### config.mk
export PLATFORM = sky130hd
export DESIGN_NAME = store_buffer
export DESIGN_NICKNAME = d
export VERILOG_FILES = /design/src/rtl/store_buffer_pkg.sv /design/src/rtl/store_buffer_fwd_lookup.sv /design/src/rtl/store_buffer.sv
export SDC_FILE = /design/constraint.sdc
export NUM_CORES = 1
export LEC_CHECK = 0
export CAP_MARGIN = 25
export CORE_ASPECT_RATIO = 1.5
export CORE_UTILIZATION = 36
export CTS_CLUSTER_SIZE = 10
export DETAILED_ROUTE_END_ITERATION = 8
export GPL_TIMING_DRIVEN = 0
export HOLD_SLACK_MARGIN = 0.15
export PLACE_DENSITY_LB_ADDON = 0.3
export SLEW_MARGIN = 30
export SYNTH_ARGS = -nofsm -noshare
export SYNTH_HDL_FRONTEND = slang
export SYNTH_SLANG_ARGS = --single-unit
### constraint.sdc
create_clock -name clk_i -period 5.05 [get_ports clk_i]
set_input_delay 0.7575 -clock clk_i [delete_from_list [all_inputs] [get_ports clk_i]]
set_output_delay 0.7575 -clock clk_i [all_outputs]
set_load 0.02 [all_outputs]
### src/rtl/store_buffer_pkg.sv
// Shared types for the post-commit store buffer: access sizes, buffer entries
// and the lane helpers used by both the commit path and forwarding lookup.
package store_buffer_pkg;

    localparam int STB_DEPTH_DEFAULT = 4;

    typedef logic [31:0] bus32_t;

    typedef enum logic [1:0] {
        SIZE_B = 2'b00,
        SIZE_H = 2'b01,
        SIZE_W = 2'b10
    } mem_size_t;

    typedef struct packed {
        logic [29:0] word_addr;
        bus32_t      data;
        logic [3:0]  be;
    } stb_entry_t;

    typedef enum logic {
        DRAIN_IDLE,
        DRAIN_REQ
    } drain_state_t;

    function automatic logic [3:0] size_to_be(logic [1:0] size, logic [1:0] offset);
        case (mem_size_t'(size))
            SIZE_B:  return 4'b0001 << offset;
            SIZE_H:  return 4'b0011 << offset;
            default: return 4'b1111;
        endcase
    endfunction

    // Right-aligned store data replicated so every possible lane holds the value.
    function automatic bus32_t size_to_lanes(logic [1:0] size, bus32_t data);
        case (mem_size_t'(size))
            SIZE_B:  return {4{data[7:0]}};
            SIZE_H:  return {2{data[15:0]}};
            default: return data;
        endcase
    endfunction

endpackage

### src/rtl/store_buffer_fwd_lookup.sv
// Combinational store-to-load forwarding: per-byte scan of the live entries,
// youngest entry winning each lane, yielding hit / stall / assembled data.
module stb_fwd_lookup
    import store_buffer_pkg::*;
#(
    parameter int DEPTH = STB_DEPTH_DEFAULT,
    localparam int PTR_W = $clog2(DEPTH),
    localparam int CNT_W = PTR_W + 1
) (
    input  stb_entry_t [DEPTH-1:0] entries,
    input  logic [PTR_W-1:0]       head,
    input  logic [CNT_W-1:0]       count,
    input  logic                   ld_valid,
    input  logic [29:0]            ld_word_addr,
    input  logic [3:0]             ld_be,
    output logic                   hit,
    output logic                   stall,
    output bus32_t                 data
);

    logic [PTR_W-1:0] idx;
    logic [3:0]       covered;

    // NOTE: every signal driven here gets a default first so no path leaves
    // it unassigned, which would otherwise infer a latch.
    always_comb begin
        idx     = '0;
        covered = '0;
        data    = '0;
        // Walk oldest to youngest so a younger match overwrites an older one.
        for (int k = 0; k < DEPTH; k++) begin
            idx = head + PTR_W'(k);
            if (ld_valid && (CNT_W'(k) < count) && (entries[idx].word_addr == ld_word_addr)) begin
                for (int b = 0; b < 4; b++) begin
                    if (ld_be[b] && entries[idx].be[b]) begin
                        covered[b]       = 1'b1;
                        data[8*b +: 8]   = entries[idx].data[8*b +: 8];
                    end
                end
            end
        end
        hit   = (covered != 4'b0000) && (covered == ld_be);
        stall = (covered != 4'b0000) && (covered != ld_be);
    end

endmodule

### src/rtl/store_buffer.sv
// Post-commit store buffer: circular FIFO of committed stores drained to data
// memory over req/gnt, with byte-accurate forwarding to loads in flight.
module store_buffer
    import store_buffer_pkg::*;
#(
    parameter int STB_DEPTH = STB_DEPTH_DEFAULT
) (
    input  logic        clk_i,
    input  logic        rstn_i,
    input  logic        commit_valid_i,
    input  logic        commit_store_i,
    input  logic [31:0] commit_addr_i,
    input  logic [31:0] commit_data_i,
    input  logic [1:0]  commit_size_i,
    output logic        commit_ready_o,
    output logic        dmem_req_o,
    output logic [31:0] dmem_addr_o,
    output logic [31:0] dmem_wdata_o,
    output logic [3:0]  dmem_be_o,
    input  logic        dmem_gnt_i,
    input  logic        ld_valid_i,
    input  logic [31:0] ld_addr_i,
    input  logic [1:0]  ld_size_i,
    output logic        fwd_hit_o,
    output logic [31:0] fwd_data_o,
    output logic        fwd_stall_o,
    output logic        empty_o
);

    localparam int PTR_W = $clog2(STB_DEPTH);
    localparam int CNT_W = PTR_W + 1;

    stb_entry_t [STB_DEPTH-1:0] entries_q;
    logic [PTR_W-1:0]           head_q, tail_q;
    logic [CNT_W-1:0]           count_q, count_d;
    drain_state_t               state_q, state_d;
    logic                       push, pop;

    assign commit_ready_o = (count_q != CNT_W'(STB_DEPTH));
    assign empty_o        = (count_q == '0);
    assign push           = commit_valid_i & commit_store_i & commit_ready_o;
    assign pop            = (state_q == DRAIN_REQ) & dmem_gnt_i;
    assign count_d        = count_q + CNT_W'(push) - CNT_W'(pop);

    // NOTE: entry storage carries no reset; an entry is only ever observed while
    // count covers it, so its power-up contents are irrelevant.
    always_ff @(posedge clk_i) begin
        if (push) begin
            entries_q[tail_q] <= '{word_addr: commit_addr_i[31:2],
                                   data:      size_to_lanes(commit_size_i, commit_data_i),
                                   be:        size_to_be(commit_size_i, commit_addr_i[1:0])};
        end
    end

    // NOTE: sequential state uses non-blocking assignments so every register
    // samples the pre-edge values regardless of statement order.
    always_ff @(posedge clk_i or negedge rstn_i) begin
        if (!rstn_i) begin
            head_q  <= '0;
            tail_q  <= '0;
            count_q <= '0;
            state_q <= DRAIN_IDLE;
        end else begin
            if (push) tail_q <= tail_q + 1'b1;
            if (pop)  head_q <= head_q + 1'b1;
            count_q <= count_d;
            state_q <= state_d;
        end
    end

    // Leaving IDLE on the incoming count lets a store request on the very next cycle.
    always_comb begin
        state_d      = state_q;
        dmem_req_o   = 1'b0;
        dmem_addr_o  = '0;
        dmem_wdata_o = '0;
        dmem_be_o    = '0;
        case (state_q)
            DRAIN_IDLE: begin
                if (count_d != '0) state_d = DRAIN_REQ;
            end
            DRAIN_REQ: begin
                dmem_req_o   = 1'b1;
                dmem_addr_o  = {entries_q[head_q].word_addr, 2'b00};
                dmem_wdata_o = entries_q[head_q].data;
                dmem_be_o    = entries_q[head_q].be;
                if (pop && (count_d == '0)) state_d = DRAIN_IDLE;
            end
            default: state_d = DRAIN_IDLE;
        endcase
    end

    stb_fwd_lookup #(
        .DEPTH(STB_DEPTH)
    ) u_fwd_lookup (
        .entries      (entries_q),
        .head         (head_q),
        .count        (count_q),
        .ld_valid     (ld_valid_i),
        .ld_word_addr (ld_addr_i[31:2]),
        .ld_be        (size_to_be(ld_size_i, ld_addr_i[1:0])),
        .hit          (fwd_hit_o),
        .stall        (fwd_stall_o),
        .data         (fwd_data_o)
    );

endmodule
; ---- Word-level counts from Yosys, hierarchy flattened
; Index checks and enable logic that the tools add are counted.
[totals]
reg_bits = 272
input_bits = 106
[op_classes]
n_addsub = 6
n_lt_le_gt_ge = 10
n_eq_ne = 9
n_shift = 4
mux = 63
bitwise_logic = 4
reduce_logical = 34
[ops]
columns = op, n
row1 = 66-bit binary-select mux with 2-bit select, 4
row2 = 66-bit two-way mux, 5
row3 = 264-bit bitwise mux, 1
row4 = 32-bit two-way mux, 7
row5 = 66-bit demux with 2-bit select, 1
row6 = 8-bit two-way mux, 16
row7 = 30-bit equality test, 4
row8 = 32-bit one-hot mux with 2 select lines, 1
row9 = 1-bit logical AND, 28
row10 = 4-bit two-way mux, 6
row11 = 1-bit two-way mux, 19
row12 = 4-bit one-hot mux with 2 select lines, 2
row13 = 2-bit by 3-bit less-than comparator with 1-bit output (second input constant), 5
row14 = 1-bit by 2-bit << shifter with 4-bit output (first input constant), 2
row15 = 2-bit by 2-bit << shifter with 4-bit output (first input constant), 2
row16 = 3-bit logical NOT, 2
row17 = 1-bit by 3-bit less-than comparator with 1-bit output (first input constant), 2
row18 = 2-bit by 3-bit less-than comparator with 1-bit output (first input constant), 2
row19 = 2-bit by 1-bit adder with 2-bit output (second input constant), 2
row20 = 2-bit adder (second input constant), 2
row21 = 2-bit by 1-bit equality test with 1-bit output (second input constant), 2
row22 = 4-bit equality test, 1
row23 = 2-bit logical NOT, 2
row24 = 4-bit inequality test, 1
row25 = other kinds (9), 11

; ---- Logic depth before layout (Yosys ltp)
; Gate-level depths: netlist (run 1).
[depth]
word_depth = 13
ltp_mapped = 18

; ---- Hierarchy
; From an unflattened synthesis (run 1), not the netlist that was laid out.
[unflattened]
cells_unflattened = 1635
hier_area_um2 = 19453.7
[modules_own_cells]
columns = module, n_inst, cells_each, area_per_inst_um2
row1 = store_buffer, 1, 524, 10891.7
row2 = stb_fwd_lookup, 1, 1111, 8562.0

; ---- Least setup slack after synthesis (run 1)
; Ideal clock, no wire load.
[synth_path]
kind = register -> output
start = reg head_q[0]
end = out fwd_data_o[15]
t_arrival_ps = 3684
required_ps = 4293
setup_slack_ps = 608
stages_incl_launch_ff = 14
path_buffers = 4
path_cell_list = dfrtp_1 -> buf_2 -> buf_2 -> buf_2 -> mux4_2 -> xor2_1 -> a2111oi_4 -> o21ai_2 -> nor4_4 -> nand2_2 -> or3b_1 -> buf_6 -> o221a_1 -> a21oi_1
[synth_between]
elab_chain_cells = 11
word_cells_on_any_way = 31
cone_classes = add/sub (3) / eq/ne (4) / mux (16) / reduce/logical (8)
[synth_lines]
columns = item, line_no
row1 = start: declaration, store_buffer.sv:34  ; logic [PTR_W-1:0] head_q, tail_q;
row2 = start signal: assignment, store_buffer.sv:65  ; if (pop) head_q <= head_q + 1'b1;
row3 = "parallel branches: the longest is 10 deep, another holds 2-bit by 1-bit adder with 2-bit output", --
row4 = 32-bit two-way mux (*), store_buffer_fwd_lookup.sv:33  ; if (ld_valid && (CNT_W'(k) < count) && (entries[idx].word_addr == ld_word_addr)) begin
row5 = end: declaration, store_buffer.sv:25  ; output logic [31:0] fwd_data_o,
; Mark *: on every way between the ends. The select of a mux whose other input is x is not followed.

; ---- Worst setup path in the final report (run 1)
[layout_path]
start = reg head_q[1]
end = out fwd_data_o[2]
; Same word-level chain as after synthesis.

==> results of run 1 <==
-- power by group --
group,switching (mW),internal (mW),total [mW]
clock,0.979,1.30,2.28
sequential,0.156,2.76,2.92
combinational,5.43,3.85,9.28
-- worst max path at each step --
stage / startpoint / end / slack (ns) / cells past startpoint
after detailed placement: head_q[0] / dmem_addr_o[13] / -2.34 / 14
after global routing: head_q[1] / fwd_data_o[2] / -0.59 / 19
final: head_q[1] / fwd_data_o[2] / -0.52 / 19
after global placement: head_q[0] / dmem_addr_o[13] / -2.31 / 14
after floorplan: head_q[0] / fwd_data_o[15] / 0.61 / 13
after CTS: head_q[1] / fwd_data_o[17] / -0.54 / 19
-- cell families (layout without fill, tap and decap cells) --
logic type / count (synthesis) / in the layout
AOI/OAI and AO/OA: 312 / 312
xor gates and xnor gates: 106 / 106
adders and majority gates: 9 / 9
buffers and inverters: 167 / 516
DFF: 272 / 272
muxes: 339 / 339
other: 1 / 3
and+or+nand+nor: 455 / 455
-- sequential cells by signal (all words and copies together) (netlist names) --
register,count
head_q,2
tail_q,2
entries_q,264
count_q,3
state_q,1
-- timing repair --
| item | 4_1_cts | 5_1_grt |
|---|---|---|
| buffers inserted | 60 | 47 |
| pin swaps | 55 | 42 |
| gates cloned | 5 | 2 |
| gates resized for setup | 476 | 123 |
| endpoints found under the setup margin | 91 | 69 |
-- cells in the mapped netlist, types with 13 or more instances --
library cell	instances	area share (%)
a21oi_1	50	1.4
a221o_1	13	0.71
edfxtp_1	264	43
inv_1	30	0.61
and3_1	26	0.89
o221ai_1	17	0.81
nor3_1	23	0.63
a211oi_1	18	0.74
nor2_1	133	2.7
o211ai_1	25	1.0
o21ai_0	52	1.4
xor2_1	29	1.4
and2_1	26	0.89
mux2i_1	225	12
clkbuf_1	70	1.4
xnor2_1	77	3.7
mux4_2	22	2.7
o22ai_1	15	0.51
nand2_1	138	2.8
buf_2	32	0.87
nand3_1	29	0.79
mux2_2	84	5.1
-- per-layer routing --
layer | up-vias | track usage, %
met5 | - | 0
met3 | 296 | 4.27
li1 | 6965 | -
met1 | 8106 | 33.5
met2 | 954 | 57.3
met4 | 4 | 22.9
-- worst max-delay path, delay by kind of cell (launching register included) --
kind	cells	cell delay, ns
buf+inv	10	1.53
simple gates	3	1.21
compound gates	5	0.80
flops	1	0.45
mux	1	0.25
-- layout make-up --
class | instances | area share [%]
clock inverter | 8 | 0.416
antenna | 1 | 0.0100
multi-input combinational | 1223 | 42.4
timing repair buffer | 306 | 12.8
tap | 669 | 3.35
clock buffer | 41 | 3.55
inverter | 32 | 0.486
sequential | 272 | 32.6
buffer | 129 | 4.52
==> impl_results.md, run 1 <==
* Outcome: complete, but fails checks
* Failing checks: setup timing
* Syn_area_per_cell at approximately 11 µm²
* RR Endpoint: head_q[1]
* Congestion Overflow GR at 0
* Via-to-Cell Ratio at ~6.1
* Top FF cell, synth: edfxtp_1
* Flops & latches, synth at 272
* Mapped Cells at 1661
* CTS tree: yes
* Fraction of layout cells with a size suffix above 1 at approximately 28%
* WL/cell at ~32 µm
* Clk sink count at about 270
* Final ANT Viol Nets at 0
* Design area at 0.0250 mm²
* DP Area at between 0.02 and 0.025 mm²
* Max-slew violations at 0
* First-pass GRT wire length at 118000 µm
* Pre-Repair DR Iteration Count at 6
* GRT Total Usage at between 30% and 40%
* Crit. End Element: primary output
* Core box area at slightly above 0.05 mm²
* Worst Tran Pin Value at slightly above 1 ns
* Met3 WL post-DR at between 5000 and 6000 µm
* R2R Setup Slk at 1.90 ns
* Top Layer Used: met5
* CP max stage delay at about 0.47 ns
* Area growth syn-to-layout at 35.9%
* Drt total wl at 84700 µm
* # IOs at 211
* Wire length on met1 at 28700 µm
* WP data arrival at 4.81 ns
* Post-synthesis xor/xnor area fraction at around 5.1%
* HP Class: in2async
* RSZ-0062 raised after global routing: true
* Final setup violation count at 34
* CP max stage cell: or3_4
* Clock Tree Root: clkbuf_16
* F_max at between 0.15 and 0.2 GHz
* Cts hold-fix bufs at 0
* Simple-gate share of the synthesized area at approximately an eighth
* DR WL met2 at between 40000 and 50000 µm
* EDFF count, synth at 264
* Asr flop ratio synth at 2.94%
* Clock slew at reported path FFs at approximately 0.050 ns
* DRC viols at 0
* Setup tns final at -13.66 ns
* Crit-path most repeated cell: buf_16
* Adder-cell share of the synthesized area at less than 1%
* Final Cycle Share at 110%
* Total of max-cap violations at 0
* Most common cell after layout, fill and taps aside: edfxtp_1
* Worst flop-to-flop path startpoint: head_q[0]
* Worst EP required at ~4.3 ns
* Register area share after synthesis at ~44%
* P_leak at 9.18 nW
* Fill count at about 4500
* Worst vdd ir at between 0.3 and 0.4 mV
* First DRT Iteration DRCs at 1262
* Die W at around 190 µm
* Worst reg-to-reg path cell count at 13
* Yosys warns at 0
* Mux cell area share after synthesis at 20.7%
* Post-DP HPWL at approximately 60000 µm
* Worst Path Class, Setup: reg2out
* Setup Slack @ Placement at -2.34 ns
* Reg area at between 0.008 and 0.009 mm²
* DIE HEIGHT at ~280 µm
* Final Power at 14.5 mW
* Commonest non-fill, non-tap cells in the layout: edfxtp_1 (264), mux2i_1 (188), clkdlybuf4s50_1 (146)
* Critical path peak fanout at 6
* CP startpoint kind: flip-flop
* Vias in the first global route at 16800
* Final cell utilization of the core at between 40 and 50%
* Relative max-transition margin at between 30% and 40%
* Main combinational cell family by area after synthesis: multiplexers
* Clk Latency, worst-skew pair at 0.57 ns
* Fin. Hold Viols at 0
* IO buf count at ~190
* Starting Density at between 30 and 40%
* Critical-path cell list: buf_12 -> buf_16 -> buf_16 -> buf_16 -> buf_16 -> buf_16 -> buf_12 -> mux2i_4 -> o221ai_2 -> a21boi_2 -> nor4_2 -> buf_4 -> o211ai_1 -> or3_4 -> or3_4 -> buf_6 -> o221ai_4 -> a32oi_2 -> buf_4
* Final hold slack at about 0.5 ns
* Gpl congestion at around 1.0
* Synth Cell Area at 0.0184 mm²
* Post-route insts no fill at 2681
* Antenna violations before repair at 4
* Final worst slack at -0.519 ns
* Dpl cells at approximately 2500
* Largest net degree at the start of global routing at 34
* H-tree Lvls at 2
* Die area at slightly above 0.05 mm²
* Synth cell types at 97
* Clock Skew at 0.0362 ns
* Cts bufs inserted at 34
* PwrDens at around 580 mW/mm²
* Total number of vias at 16300
* Compound-Gate Fraction of Synth Area at 12.6%
* Area of the multi-input gates at about 0.011 mm²
* Nets at between 2000 and 2500
* Num rows at 101
* Tmin final at 5.57 ns
* Clock buffer depth at 3
No activity file was read; power rests on OpenSTA's default activity.
==> inputs of run 2 (changes only) <==
- clock period: 5.05 -> 6.9 ns (I/O delays scaled with it)
==> impl_results.md, run 2 (synthesized netlist as in run 1, its figures left out) <==
* Worst setup path endpoint: fwd_data_o[31]
* DP Area at 0.0213 mm²
* Area growth syn-to-layout at 23.3%
* Cts hold-fix bufs at 0
* Most common cell after layout, fill and taps aside: edfxtp_1
* Critical path peak fanout at 10
* CP max stage cell: clkdlybuf4s50_1
* Relative max-transition margin at between 20% and 30%
* F_max at ~0.15 GHz
* Clock Skew at approximately 0.035 ns
* Design area at roughly 0.023 mm²
* Vias in the first global route at between 15000 and 20000
* H-tree Lvls at 2
* Fin. Hold Viols at 0
* Worst flop-to-flop path startpoint: head_q[0]
* Clock buffer depth at 3
* CP max stage delay at between 0.6 and 0.7 ns
* IO buf count at roughly 190
* Worst EP required at just under 6 ns
* WL/cell at around 31 µm
* Fraction of layout cells with a size suffix above 1 at between 10% and 20%
* Nets at roughly 2000
* Clk sink count at roughly 270
* Max reg flops at around 260
* CTS tree: yes
* Crit path depth at 19
* DIE HEIGHT at ~280 µm
* Core box area at between 0.05 and 0.06 mm²
* Starting Density at 36.4%
* # IOs at around 210
* Final setup violation count at 0
* Die W at ~190 µm
* Final cell utilization of the core at roughly 45%
* P_leak at around 8.4 nW
* CP top delay family: buffers and inverters
* Clock Tree Root: clkbuf_16
* R2R Setup Slk at around 2.7 ns
* CP startpoint kind: flip-flop
* Setup tns final at 0 ns
* Biggest register: entries_q
* Outcome: finished, final reports clean
* Clk Latency, worst-skew pair at 0.57 ns
* First DRT Iteration DRCs at about 1500
* Critical-path cell list: buf_6 -> buf_12 -> buf_12 -> buf_8 -> buf_12 -> buf_8 -> buf_8 -> buf_6 -> mux4_2 -> xnor2_1 -> nor4_2 -> nand4b_1 -> buf_4 -> a2111oi_4 -> o211ai_4 -> o221ai_1 -> o21ai_1 -> mux2i_1 -> clkdlybuf4s50_1
* Final hold slack at 0.645 ns
* HP Class: reg2reg
* Die area at roughly 0.052 mm²
* Worst Tran Pin Value at around 1.1 ns
* Congestion Overflow GR at 0
* First-pass GRT wire length at between 100000 and 150000 µm
* DRC viols at 0
* Final worst slack at between 0.02 and 0.03 ns
* Final Cycle Share at 99.6%
* Drt total wl at 81000 µm
* Post-DP HPWL at 61800 µm
* Worst reg-to-reg path cell count at 11
* PwrDens at between 400 and 500 mW/mm²
* Commonest non-fill, non-tap cells in the layout: edfxtp_1 (264), mux2i_1 (217), clkdlybuf4s50_1 (173)
* Total number of vias at approximately 16000
* WP data arrival at about 5.8 ns
* Tmin final at 6.87 ns
* Clock slew at reported path FFs at approximately 0.05 ns
* Crit. End Element: primary output
* GRT Total Usage at between 30% and 40%
* Pre-Repair DR Iteration Count at 5
* Largest net degree at the start of global routing at 34
* Gpl congestion at 1.03
* Via-to-Cell Ratio at 6.06
* Buffers and inverters on the worst path at 10
* Max-slew violations at 0
* Total of max-cap violations at 0
* Post-route insts no fill at around 2600
* RR Endpoint: head_q[0]
* Cts bufs inserted at 34
* Setup Slack @ Placement at -0.764 ns
* Num rows at around 100
* Final Power at about 9.5 mW
* Worst vdd ir at around 0.22 mV
* Largest registers: entries_q: 264 flops, count_q: 3 flops
* Final ANT Viol Nets at 0
* Worst Path Class, Setup: reg2out
* Antenna violations before repair at 4
* Dpl cells at 2527
* CP Launch Point: head_q[1]
==> run 2: cell type report <==
type,instances,area (µm²)
Antenna cell,2,5.00
Buffer,134,782
Clock buffer,41,887
Clock inverter,8,104
Fill cell,4725,27900
Inverter,32,121
Multi-Input combinational cell,1223,9630
Sequential cell,272,8130
Tap cell,669,837
Timing Repair Buffer,205,2180
==> run 2: how the worst min path moves through the flow <==
stage / from / end / slack, ns / cells past startpoint
final: tail_q[0] / tail_q[0] / 0.64 / 2
after floorplan: count_q[0] / count_q[0] / 0.55 / 1
after detailed placement: tail_q[1] / tail_q[1] / 0.64 / 2
after global routing: tail_q[1] / tail_q[1] / 0.66 / 2
after CTS: tail_q[0] / tail_q[0] / 0.65 / 2
after global placement: tail_q[0] / tail_q[0] / 0.60 / 2
==> run 2: repair_timing <==
| action | in CTS | in global routing |
|---|---|---|
| resized for setup | 44 | 34 |
| setup endpoints to repair | 73 | 31 |
| setup buffers | 3 | 6 |
| pin swaps | 4 | 6 |
==> run 2: worst min-delay path, cell delays in order (launching register included) <==
cell and delay (ns):
dfrtp_1 0.38, inv_1 0.10, xnor2_1 0.13
==> run 2: metal layers <==
layer | up-vias | global-route usage [%] | share of wire, %
met5 | - | 0 | 0
met1 | 7756 | 32.8 | 34
met3 | 236 | 3.98 | 6.4
met2 | 910 | 56.0 | 52
li1 | 6764 | - | -
met4 | 0 | 20.9 | 7.6
==> run 2: report_power, final <==
group          internal (mW)  total [mW]  switching, mW  leakage [nW]
Clock                  0.950        1.66          0.714         0.479
Combinational           2.15        5.74           3.59          5.43
Sequential              2.02        2.12          0.100          2.48
